--- config.mk ---
export PLATFORM = sky130hd
export DESIGN_NAME = user_ram_arbiter
export DESIGN_NICKNAME = d
export VERILOG_FILES = /design/src/rtl/user_ram_arbiter.sv
export SDC_FILE = /design/constraint.sdc
export NUM_CORES = 1
export LEC_CHECK = 0
export ABC_AREA = 1
export CORE_MARGIN = 2
export CORE_UTILIZATION = 40
export CTS_CLUSTER_SIZE = 24
export DETAILED_ROUTE_END_ITERATION = 8
export GPL_ROUTABILITY_DRIVEN = 1
export PLACE_DENSITY = 0.78
export SLEW_MARGIN = 20
export SYNTH_ARGS = -nofsm -noshare
export SYNTH_HDL_FRONTEND = slang
export SYNTH_SLANG_ARGS = --single-unit
--- constraint.sdc ---
create_clock -name clk -period 4.8 [get_ports clk]
set_clock_uncertainty 0.2 [all_clocks]
set_input_delay 0.96 -clock clk [delete_from_list [all_inputs] [get_ports clk]]
set_output_delay 0.96 -clock clk [all_outputs]
set_load 0.1 [all_outputs]
--- src/rtl/user_ram_arbiter.sv ---
// Round-robin arbiter sharing the user table SRAM between the lobby (r0) and in-car (r1) keypad FSMs.
// Optional macro USER_RAM_LOCK_GUARD_EN: writes first pre-read the lock bit and are refused on a locked user.
module user_ram_arbiter #(
  parameter int ADDR_W   = 12,
  parameter int PASS_W   = 16,
  parameter int CNT_W    = 4,
  parameter int USER_MAX = 128
) (
  input  logic              clk,
  input  logic              rst,
  input  logic              r0_req,
  input  logic              r1_req,
  input  logic [ADDR_W-1:0] r0_addr,
  input  logic [ADDR_W-1:0] r1_addr,
  input  logic [3:0]        r0_we,
  input  logic [3:0]        r1_we,
  input  logic [PASS_W-1:0] r0_pass_in,
  input  logic [PASS_W-1:0] r1_pass_in,
  input  logic [CNT_W-1:0]  r0_count_in,
  input  logic [CNT_W-1:0]  r1_count_in,
  input  logic              r0_admin_in,
  input  logic              r1_admin_in,
  input  logic              r0_lock_in,
  input  logic              r1_lock_in,
  output logic              r0_ack,
  output logic              r1_ack,
  output logic              r0_err,
  output logic              r1_err,
  output logic [PASS_W-1:0] rd_pass,
  output logic [CNT_W-1:0]  rd_count,
  output logic              rd_admin,
  output logic              rd_lock,
  output logic              ram_cs,
  output logic [ADDR_W-1:0] ram_addr,
  output logic              ram_pass_rw,
  output logic              ram_count_rw,
  output logic              ram_admin_rw,
  output logic              ram_lock_rw,
  output logic [PASS_W-1:0] ram_pass_in,
  output logic [CNT_W-1:0]  ram_count_in,
  output logic              ram_admin_in,
  output logic              ram_lock_in,
  input  logic [PASS_W-1:0] ram_pass_out,
  input  logic [CNT_W-1:0]  ram_count_out,
  input  logic              ram_admin_out,
  input  logic              ram_lock_out
);

  // state     | meaning
  // IDLE      | arbitrate pending requests, latch the winner
  // ACCESS    | RAM strobes active for the latched access
  // CAPTURE   | RAM read data valid; load rd_*, pulse ack next cycle
  // ACCESS_RD | (guard) read-only pre-access of a write
  // CHECK     | (guard) inspect lock bit, issue or refuse the write
  typedef enum logic [2:0] {
    IDLE = 3'd0, ACCESS = 3'd1, CAPTURE = 3'd2
`ifdef USER_RAM_LOCK_GUARD_EN
    , ACCESS_RD = 3'd3, CHECK = 3'd4
`endif
  } state_t;

  state_t state, state_nx;
  logic last_grant, last_grant_nx, sel_q, sel_nx, valid_q, valid_nx;
  logic [ADDR_W-1:0] addr_q, addr_nx, ram_addr_nx;
  logic [3:0] we_q, we_nx, rw_nx;
  logic [PASS_W-1:0] pass_q, pass_nx, ram_pass_in_nx, rd_pass_nx;
  logic [CNT_W-1:0] cnt_q, cnt_nx, ram_count_in_nx, rd_count_nx;
  logic admin_q, admin_nx, lock_q, lock_nx;
  logic cs_nx, ram_admin_in_nx, ram_lock_in_nx, rd_admin_nx, rd_lock_nx;
  logic ack0_nx, ack1_nx, err0_nx, err1_nx, ok;
  logic block_q, block_nx;

  logic pend0, pend1, pick1, m_valid, m_admin, m_lock;
  logic [ADDR_W-1:0] m_addr;
  logic [3:0] m_we;
  logic [PASS_W-1:0] m_pass;
  logic [CNT_W-1:0] m_cnt;

  function automatic logic addr_ok(input logic [11:0] a);
    logic [11:0] v;
    v = 12'(a[11:8]) * 12'd100 + 12'(a[7:4]) * 12'd10 + 12'(a[3:0]);
    return (a[11:8] <= 4'd9) && (a[7:4] <= 4'd9) && (a[3:0] <= 4'd9) &&
           (v >= 12'd1) && (v <= 12'(USER_MAX));
  endfunction

  // A requester whose ack is high this cycle is already served; skip it.
  assign pend0   = r0_req & ~r0_ack;
  assign pend1   = r1_req & ~r1_ack;
  assign pick1   = pend1 & (~pend0 | ~last_grant);
  assign m_addr  = pick1 ? r1_addr     : r0_addr;
  assign m_we    = pick1 ? r1_we       : r0_we;
  assign m_pass  = pick1 ? r1_pass_in  : r0_pass_in;
  assign m_cnt   = pick1 ? r1_count_in : r0_count_in;
  assign m_admin = pick1 ? r1_admin_in : r0_admin_in;
  assign m_lock  = pick1 ? r1_lock_in  : r0_lock_in;
  assign m_valid = addr_ok(m_addr);

`ifdef USER_RAM_LOCK_GUARD_EN
  assign ok = valid_q & ~block_q;
`else
  assign ok = valid_q;
  assign block_q = 1'b0;
  assign block_nx = 1'b0;
`endif

  always_comb begin
    state_nx = state;
    last_grant_nx = last_grant;
    sel_nx = sel_q; valid_nx = valid_q; addr_nx = addr_q; we_nx = we_q;
    pass_nx = pass_q; cnt_nx = cnt_q; admin_nx = admin_q; lock_nx = lock_q;
`ifdef USER_RAM_LOCK_GUARD_EN
    block_nx = block_q;
`endif
    cs_nx = 1'b0; ram_addr_nx = '0; rw_nx = 4'b0000;
    ram_pass_in_nx = '0; ram_count_in_nx = '0; ram_admin_in_nx = 1'b0; ram_lock_in_nx = 1'b0;
    ack0_nx = 1'b0; ack1_nx = 1'b0; err0_nx = 1'b0; err1_nx = 1'b0;
    rd_pass_nx = rd_pass; rd_count_nx = rd_count; rd_admin_nx = rd_admin; rd_lock_nx = rd_lock;
    case (state)
      IDLE: if (pend0 | pend1) begin
        sel_nx = pick1; last_grant_nx = pick1; valid_nx = m_valid; addr_nx = m_addr;
        we_nx = m_we; pass_nx = m_pass; cnt_nx = m_cnt; admin_nx = m_admin; lock_nx = m_lock;
        cs_nx = m_valid;
        ram_addr_nx = m_valid ? m_addr : '0;
`ifdef USER_RAM_LOCK_GUARD_EN
        block_nx = 1'b0;
        if (m_we != 4'b0000) state_nx = ACCESS_RD;
        else
`endif
        begin
          state_nx = ACCESS;
          if (m_valid) begin
            rw_nx = m_we; ram_pass_in_nx = m_pass; ram_count_in_nx = m_cnt;
            ram_admin_in_nx = m_admin; ram_lock_in_nx = m_lock;
          end
        end
      end
      ACCESS: state_nx = CAPTURE;
      CAPTURE: begin
        state_nx = IDLE;
        if (ok) begin
          rd_pass_nx = ram_pass_out; rd_count_nx = ram_count_out;
          rd_admin_nx = ram_admin_out; rd_lock_nx = ram_lock_out;
        end
        ack0_nx = ~sel_q; ack1_nx = sel_q;
        err0_nx = ~sel_q & ~ok; err1_nx = sel_q & ~ok;
      end
`ifdef USER_RAM_LOCK_GUARD_EN
      ACCESS_RD: state_nx = CHECK;
      CHECK: begin
        state_nx = ACCESS;
        // A write may only touch a locked user if it is the unlock itself.
        block_nx = valid_q & ram_lock_out & ~(we_q[3] & ~lock_q);
        if (block_nx) begin
          rd_pass_nx = ram_pass_out; rd_count_nx = ram_count_out;
          rd_admin_nx = ram_admin_out; rd_lock_nx = ram_lock_out;
        end else if (valid_q) begin
          cs_nx = 1'b1; ram_addr_nx = addr_q; rw_nx = we_q;
          ram_pass_in_nx = pass_q; ram_count_in_nx = cnt_q;
          ram_admin_in_nx = admin_q; ram_lock_in_nx = lock_q;
        end
      end
`endif
      default: state_nx = IDLE;
    endcase
  end

  always_ff @(posedge clk) begin
    if (rst) begin
      state <= IDLE; last_grant <= 1'b1;
      sel_q <= 1'b0; valid_q <= 1'b0; addr_q <= '0; we_q <= '0;
      pass_q <= '0; cnt_q <= '0; admin_q <= 1'b0; lock_q <= 1'b0;
      ram_cs <= 1'b0; ram_addr <= '0;
      {ram_lock_rw, ram_admin_rw, ram_count_rw, ram_pass_rw} <= 4'b0000;
      ram_pass_in <= '0; ram_count_in <= '0; ram_admin_in <= 1'b0; ram_lock_in <= 1'b0;
      r0_ack <= 1'b0; r1_ack <= 1'b0; r0_err <= 1'b0; r1_err <= 1'b0;
      rd_pass <= '0; rd_count <= '0; rd_admin <= 1'b0; rd_lock <= 1'b0;
    end else begin
      state <= state_nx; last_grant <= last_grant_nx;
      sel_q <= sel_nx; valid_q <= valid_nx; addr_q <= addr_nx; we_q <= we_nx;
      pass_q <= pass_nx; cnt_q <= cnt_nx; admin_q <= admin_nx; lock_q <= lock_nx;
      ram_cs <= cs_nx; ram_addr <= ram_addr_nx;
      {ram_lock_rw, ram_admin_rw, ram_count_rw, ram_pass_rw} <= rw_nx;
      ram_pass_in <= ram_pass_in_nx; ram_count_in <= ram_count_in_nx;
      ram_admin_in <= ram_admin_in_nx; ram_lock_in <= ram_lock_in_nx;
      r0_ack <= ack0_nx; r1_ack <= ack1_nx; r0_err <= err0_nx; r1_err <= err1_nx;
      rd_pass <= rd_pass_nx; rd_count <= rd_count_nx; rd_admin <= rd_admin_nx; rd_lock <= rd_lock_nx;
    end
  end

`ifdef USER_RAM_LOCK_GUARD_EN
  always_ff @(posedge clk) begin
    if (rst) block_q <= 1'b0;
    else     block_q <= block_nx;
  end
`endif

endmodule

==> results of run 1 <==
-- power by group through the flow --
| stage | Combinational [mW] | Sequential (mW) | Clock (mW) |
|---|---|---|---|
| after CTS | 0.650 | 0.601 | 0.500 |
| after detailed placement | 0.646 | 0.615 | 0 |
| final | 0.812 | 0.601 | 0.488 |
| after global placement | 0.625 | 0.614 | 0 |
| after floorplan | 0.351 | 0.693 | 0 |
| after global routing | 0.889 | 0.603 | 0.531 |
-- critical path: stages --
cell and delay [ns]:
dlymetal6s2s_1 0.09, inv_2 0.05, nor2_4 0.14, nand2_4 0.09, buf_6 0.14, o21ai_4 0.18, inv_2 0.08, ha_4 0.26
ha_2 0.17, inv_1 0.06, fa_2 0.51, inv_1 0.06, ha_4 0.22, ha_4 0.30, nand3_4 0.07, nand2_2 0.07
nand2_2 0.05, nand2_1 0.06, nand2_1 0.06, o21ai_1 0.15, nand2_1 0.10, nor2_2 0.16, nand2_4 0.16, clkbuf_16 0.21
nor2_2 0.07
-- final cells by class --
cell class,instances,area (um^2),share of cell area (%)
Sequential cell,70,1400,23.0
Clock buffer,10,128,2.10
Inverter,100,375,6.17
Tap cell,108,135,2.22
Clock inverter,5,75.1,1.23
Multi-Input combinational cell,319,1920,31.6
Timing Repair Buffer,202,2040,33.6
-- cells in the mapped netlist --
| master | count | area [um^2] |
|---|---|---|
| nor3_1 | 3 | 15.0 |
| nor2_4 | 1 | 11.3 |
| nor2_2 | 36 | 225 |
| dfxtp_1 | 70 | 1400 |
| xor2_1 | 1 | 8.76 |
| or2_2 | 2 | 12.5 |
| o21ai_4 | 1 | 16.3 |
| fa_1 | 4 | 80.1 |
| nand3_2 | 1 | 10.0 |
| xnor2_1 | 2 | 17.5 |
| nand2_1 | 138 | 518 |
| ha_1 | 26 | 325 |
| inv_1 | 98 | 368 |
| clkbuf_1 | 8 | 30.0 |
| buf_1 | 3 | 11.3 |
| nand2_4 | 1 | 11.3 |
| o21ai_0 | 28 | 140 |
| nor4_1 | 1 | 6.26 |
| o21ai_2 | 2 | 17.5 |
| nand2_2 | 1 | 6.26 |
| clkinv_1 | 1 | 3.75 |
| inv_2 | 1 | 3.75 |
| buf_6 | 5 | 56.3 |
| nor2_1 | 21 | 78.8 |
| buf_2 | 1 | 5.00 |
| a21oi_1 | 27 | 135 |
| o21ai_1 | 4 | 20.0 |
| nand3b_1 | 4 | 30.0 |
| nand3_1 | 15 | 75.1 |
-- cells by family (layout without fill, tap and decap cells) --
kind of cell / after synthesis / after routing / synth area share (%)
xor gates and xnor gates: 3 / 3 / 0.722
adders and majority gates: 30 / 30 / 11.1
AOI/OAI and AO/OA: 62 / 62 / 9.04
and+or+nand+nor: 224 / 224 / 27.5
DFF: 70 / 70 / 38.5
buffers and inverters: 117 / 317 / 13.1
-- metal layers --
layer / global-route usage [%] / routed length, um / vias to the layer above
met5: 0 / 0 / -
met4: 5.58 / 178 / 0
met3: 5.34 / 669 / 12
met2: 36.3 / 5630 / 130
met1: 22.0 / 4260 / 1658
li1: - / - / 1916
-- registers in the layout, summed over array words and instances (netlist names), 2 cells and up --
register	flops
ram_pass_in	16
rd_pass	16
ram_addr	12
ram_count_in	4
rd_count	4
state	2
-- metrics by stage --
step	utilization, %	area [um^2]	setup slack, ns
after CTS	65.5	5740	0.0677
after detailed placement	63.2	5540	-0.303
after global placement	63.2	5540	-0.182
final	69.4	6080	0.399
after global routing	69.4	6080	0.177
after floorplan	-	3640	0.169
-- path summary, 6_finish.rpt --
path                   startpoint                          to  slack, ns  cells after the start
min reg2reg  rd_lock$_SDFFE_PP0P_        rd_lock$_SDFFE_PP0P_       0.25                      2
min          rd_lock$_SDFFE_PP0P_        rd_lock$_SDFFE_PP0P_       0.25                      2
max reg2reg     r0_ack$_SDFF_PP0_  ram_count_in[2]$_SDFF_PP0_       0.81                     22
max                        r1_req  ram_count_in[2]$_SDFF_PP0_       0.40                     25
-- timing repair --
item,CTS,global route
endpoints found under the setup margin,0,40
resized for setup,0,36
buffers inserted,0,6
==> results.sh, run 1 <==
export IMPL_synth_seq_area_share_pct=38.5
export IMPL_clockPowerShare_pct=25.7
export IMPL_gr_total_overflow=0
export IMPL_synth_nets=638
export IMPL_rsz0062_at_grt="false"
export IMPL_fin_cells=814
export IMPL_holdWs_ns=0.245
export IMPL_crit_arrival_ns=4.46
export IMPL_dieWidth_um=99.4
export IMPL_cts_tree="yes"
export IMPL_cp_required_ns=4.86
export IMPL_avgViaCountPerCell=4.57
export IMPL_insertion_delay_ns=0.32
export IMPL_htreeDepth=3
export IMPL_cts_root_buf="clkbuf_8"
export IMPL_grt_pass1_wl_um=15600
export IMPL_final_common_cell="clkdlybuf4s50_1"
export IMPL_p_int_mw=1.24
export IMPL_die_h_um=99.4
export IMPL_status="completed"
export IMPL_cts_reportedPaths_clkPinSlew_ns=0.06
export IMPL_cp_end_kind="flip-flop"
export IMPL_syn_inst=506
export IMPL_syn_to_final_growth_pct=67.0
export IMPL_initial_core_util_pct=41.5
export IMPL_dieArea_mm2=0.00988
export IMPL_dp_hpwl_um=7810
export IMPL_core_mm2=0.00876
export IMPL_finalSetupViolations=0
export IMPL_layout_common_cells="clkdlybuf4s50_1, nand2_1, inv_1"
export IMPL_power_share_combinational_pct=42.7
export IMPL_setup_tns_ns=0
export IMPL_place_gp_congestion=0.856
export IMPL_cts_buffer_depth=2
export IMPL_drv_cap=0
export IMPL_yosys_register_bits=70
export IMPL_drv_slew=0
export IMPL_power_frac_seq_pct=31.6
export IMPL_antenna_found_initial=0
export IMPL_grtUsageTotal_pct=19.7
export IMPL_power_switching_uw=659
export IMPL_dr_pass1_iters=4
export IMPL_p_leak_nw=2.80
export IMPL_wl_per_cell_um=13.2
export IMPL_grt_max_degree=45
export IMPL_period_minus_slack_ns=4.40
export IMPL_finalCritPeriodShare_pct=91.7
export IMPL_synth_cell_types=29
export IMPL_path_max_fanout=8
export IMPL_postSynthAreaPerCell_um2=7.19
export IMPL_nNetsFinal=834
export IMPL_drive_gt1_share_pct=16.9
export IMPL_drt_iter0_markers=102
export IMPL_min_path_type="reg -> reg"
export IMPL_synth_area_mm2=0.00364
export IMPL_p_total_mw=1.90
export IMPL_startpoint_type="input pin"
export IMPL_ant_nets=0
export IMPL_io_pins=167
export IMPL_worst_pin_slew_ns=1.04
export IMPL_num_antenna_cells=0
export IMPL_wirelength_um=10700
export IMPL_placedCellCount=787
export IMPL_p_sw_share_pct=34.7
export IMPL_power_density_mw_per_mm2=313
export IMPL_synth_warnings=0
export IMPL_ir_drop_mv=0.199
export IMPL_hold_buffers=0
export IMPL_grt_pass1_vias=3508
export IMPL_fillers=696
export IMPL_hold_viol=0
export IMPL_core_rowCount=34
export IMPL_cts_buffers_inserted=9
export IMPL_vias=3716
export IMPL_slew_headroom_pct=30.1
export IMPL_drc_errors=0
export IMPL_critical_path_class="in -> reg"
export IMPL_numClockSinks=70
export IMPL_numPortBuffers=166
export IMPL_fmax_mhz=227
Note: power is estimated with default switching activity, not from simulation.
==> inputs of run 2 (changes only) <==
--- a/config.mk
+++ b/config.mk
@@ -7,11 +7,11 @@
 export LEC_CHECK = 0
 export ABC_AREA = 1
 export CORE_MARGIN = 2
-export CORE_UTILIZATION = 40
+export CORE_UTILIZATION = 35
 export CTS_CLUSTER_SIZE = 24
 export DETAILED_ROUTE_END_ITERATION = 8
 export GPL_ROUTABILITY_DRIVEN = 1
-export PLACE_DENSITY = 0.78
+export PLACE_DENSITY = 0.7
 export SLEW_MARGIN = 20
 export SYNTH_ARGS = -nofsm -noshare
 export SYNTH_HDL_FRONTEND = slang
==> run 2 against run 1 <==
Effect of this change: via count up 0.30%; global-route usage decreased by 1.8 points; cell count increased by 3.6%; largest power group unchanged.
==> results.sh, run 2 (synthesis gave the netlist of run 1 again) <==
export IMPL_cp_num_buf_inv=7
export IMPL_reg_top3="ram_pass_in (16), rd_pass (16), ram_addr (12)"
export IMPL_reg2reg_slack_ns=0.87
export IMPL_numPortBuffers=166
export IMPL_path_max_fanout=8
export IMPL_cts_tree="yes"
export IMPL_slew_headroom_pct=32.4
export IMPL_startpoint_type="input pin"
export IMPL_place_gp_congestion=0.824
export IMPL_period_minus_slack_ns=4.36
export IMPL_drive_gt1_share_pct=15.8
export IMPL_worst_path_max_delay_cell="fa_2"
export IMPL_drv_slew=0
export IMPL_setup_tns_ns=0
export IMPL_layout_common_cells="clkdlybuf4s50_1, nand2_1, inv_1"
export IMPL_nNetsFinal=834
export IMPL_grt_max_degree=45
export IMPL_grt_pass1_wl_um=15800
export IMPL_finalCritPeriodShare_pct=90.7
export IMPL_wirelength_um=10700
export IMPL_ff2ff_path_depth=25
export IMPL_cp_required_ns=4.84
export IMPL_crit_arrival_ns=4.40
export IMPL_cts_root_buf="clkbuf_8"
export IMPL_gr_total_overflow=0
export IMPL_reg2reg_to="ram_pass_in[1]$_SDFF_PP0_"
export IMPL_hold_viol=0
export IMPL_cts_reportedPaths_clkPinSlew_ns=0.08
export IMPL_power_density_mw_per_mm2=301
export IMPL_grt_util_met2_pct=32.4
export IMPL_num_antenna_cells=0
export IMPL_dr_pass1_iters=5
export IMPL_dieArea_mm2=0.0112
export IMPL_cp_end_kind="flip-flop"
export IMPL_r2r_start="r0_ack$_SDFF_PP0_"
export IMPL_ir_drop_mv=0.139
export IMPL_initial_core_util_pct=35.6
export IMPL_fillers=894
export IMPL_cts_buffers_inserted=9
export IMPL_ant_nets=0
export IMPL_min_path_type="reg -> reg"
export IMPL_multiInputGateArea_mm2=0.00187
export IMPL_grt_busiest_layer="met2"
export IMPL_antenna_found_initial=0
export IMPL_htreeDepth=3
export IMPL_p_leak_nw=2.79
export IMPL_fmax_mhz=230
export IMPL_seq_area_mm2=0.00140
export IMPL_grt_pass1_vias=3523
export IMPL_cts_buffer_depth=2
export IMPL_hold_depth=2
export IMPL_hp_start="rd_pass[1]$_SDFFE_PP0P_"
export IMPL_grtUsageMet3_pct=4.78
export IMPL_die_h_um=106
export IMPL_worst_pin_slew_ns=1.01
export IMPL_crit_top_cell="nand2_1"
export IMPL_drt_iter0_markers=218
export IMPL_min_to="rd_pass[1]$_SDFFE_PP0P_"
export IMPL_dp_hpwl_um=7910
export IMPL_numClockSinks=70
export IMPL_cp_top_family="adder cells"
export IMPL_status="completed"
export IMPL_insertion_delay_ns=0.35
export IMPL_slowest_delay_ns=0.51
export IMPL_final_common_cell="clkdlybuf4s50_1"
export IMPL_dieWidth_um=106
export IMPL_syn_to_final_growth_pct=66.9
export IMPL_wl_per_cell_um=12.7
export IMPL_io_pins=167
export IMPL_avgViaCountPerCell=4.42
export IMPL_core_rowCount=37
export IMPL_drc_errors=0
export IMPL_grtUsageTotal_pct=17.8
export IMPL_finalSetupViolations=0
export IMPL_vias=3727
export IMPL_core_mm2=0.0102
export IMPL_p_total_mw=1.83
export IMPL_critical_path_class="in -> reg"
export IMPL_use_met1_pct=20.0
export IMPL_rsz0062_at_grt="false"
export IMPL_drv_cap=0
run 2: changes by cell type in the layout (fill, tap and decap cells not counted), sizes merged:
| cell | before | now |
|---|---|---|
| bufinv | 2 | 1 |
| inv | 99 | 100 |
| clkinv | 4 | 3 |
| clkinvlp | 0 | 2 |
run 2: final cells by class:
class | instances | share of cell area, %
clock buffers | 10 | 2.10
well taps | 136 | 2.80
repair buffers | 202 | 33.9
inverters | 100 | 6.18
flip-flops and latches | 70 | 23.1
multi-input cells | 319 | 30.8
clock inverters | 6 | 1.17
run 2: worst max path at each step:
stage / startpoint / to / slack, ns / cells after the start
floorplan: r0_ack$_SDFF_PP0_ / ram_addr[11]$_SDFF_PP0_ / 0.17 / 22
global placement: r0_req / ok$_SDFFE_PP0P_ / -0.17 / 24
detailed placement: r1_req / ok$_SDFFE_PP0P_ / -0.26 / 25
CTS: r1_req / ok$_SDFFE_PP0P_ / 0.10 / 25
global route: r1_req / ram_addr[10]$_SDFF_PP0_ / 0.24 / 25
finish: r1_req / ram_pass_in[1]$_SDFF_PP0_ / 0.44 / 25
run 2: layer usage:
metal | part of all wire [%] | routed length [um]
met5 | 0 | 0
met3 | 6.2 | 668
met4 | 1.5 | 159
met1 | 41 | 4420
met2 | 51 | 5460
run 2: where the power goes:
part	switching, mW	leakage, nW	internal (mW)	total [mW]
registers	0.00649	0.565	0.595	0.601
clock network	0.240	0.0931	0.244	0.484
logic	0.416	2.14	0.329	0.744
run 2: per-stage QoR:
step                instances  util [%]  hold WS [ns]  setup WS, ns  instance area [um^2]
floorplan                 506         -         0.226         0.169                  3640
global placement          817      54.6         0.232        -0.166                  5590
detailed placement        817      54.6         0.238        -0.256                  5590
CTS                       833      56.6         0.250         0.102                  5790
global route              843      59.4         0.266         0.239                  6070
finish                    843      59.4         0.246         0.445                  6070
run 2: worst register-to-register path, stage by stage, from the launching register on:
cell and delay [ns]:
dfxtp_1 0.32, inv_1 0.10, nand3_4 0.11, nand2_8 0.10, buf_12 0.11, nand2_1 0.08
o21ai_4 0.07, inv_2 0.05, ha_1 0.28, ha_2 0.17, inv_1 0.05, fa_2 0.51
inv_1 0.06, ha_4 0.22, ha_4 0.29, nand3_2 0.08, nand2_1 0.07, nand2_1 0.07
nand2_1 0.06, nand2_1 0.06, or2_4 0.23, nand2_2 0.07, nor2_2 0.05, nand2_4 0.19
clkbuf_16 0.20, nor2_2 0.03
run 2: what timing repair did:
item                                    CTS  global route
buffers inserted                          0             4
hold buffers                              0             0
gates resized for setup                   0            28
endpoints found under the setup margin    0            40
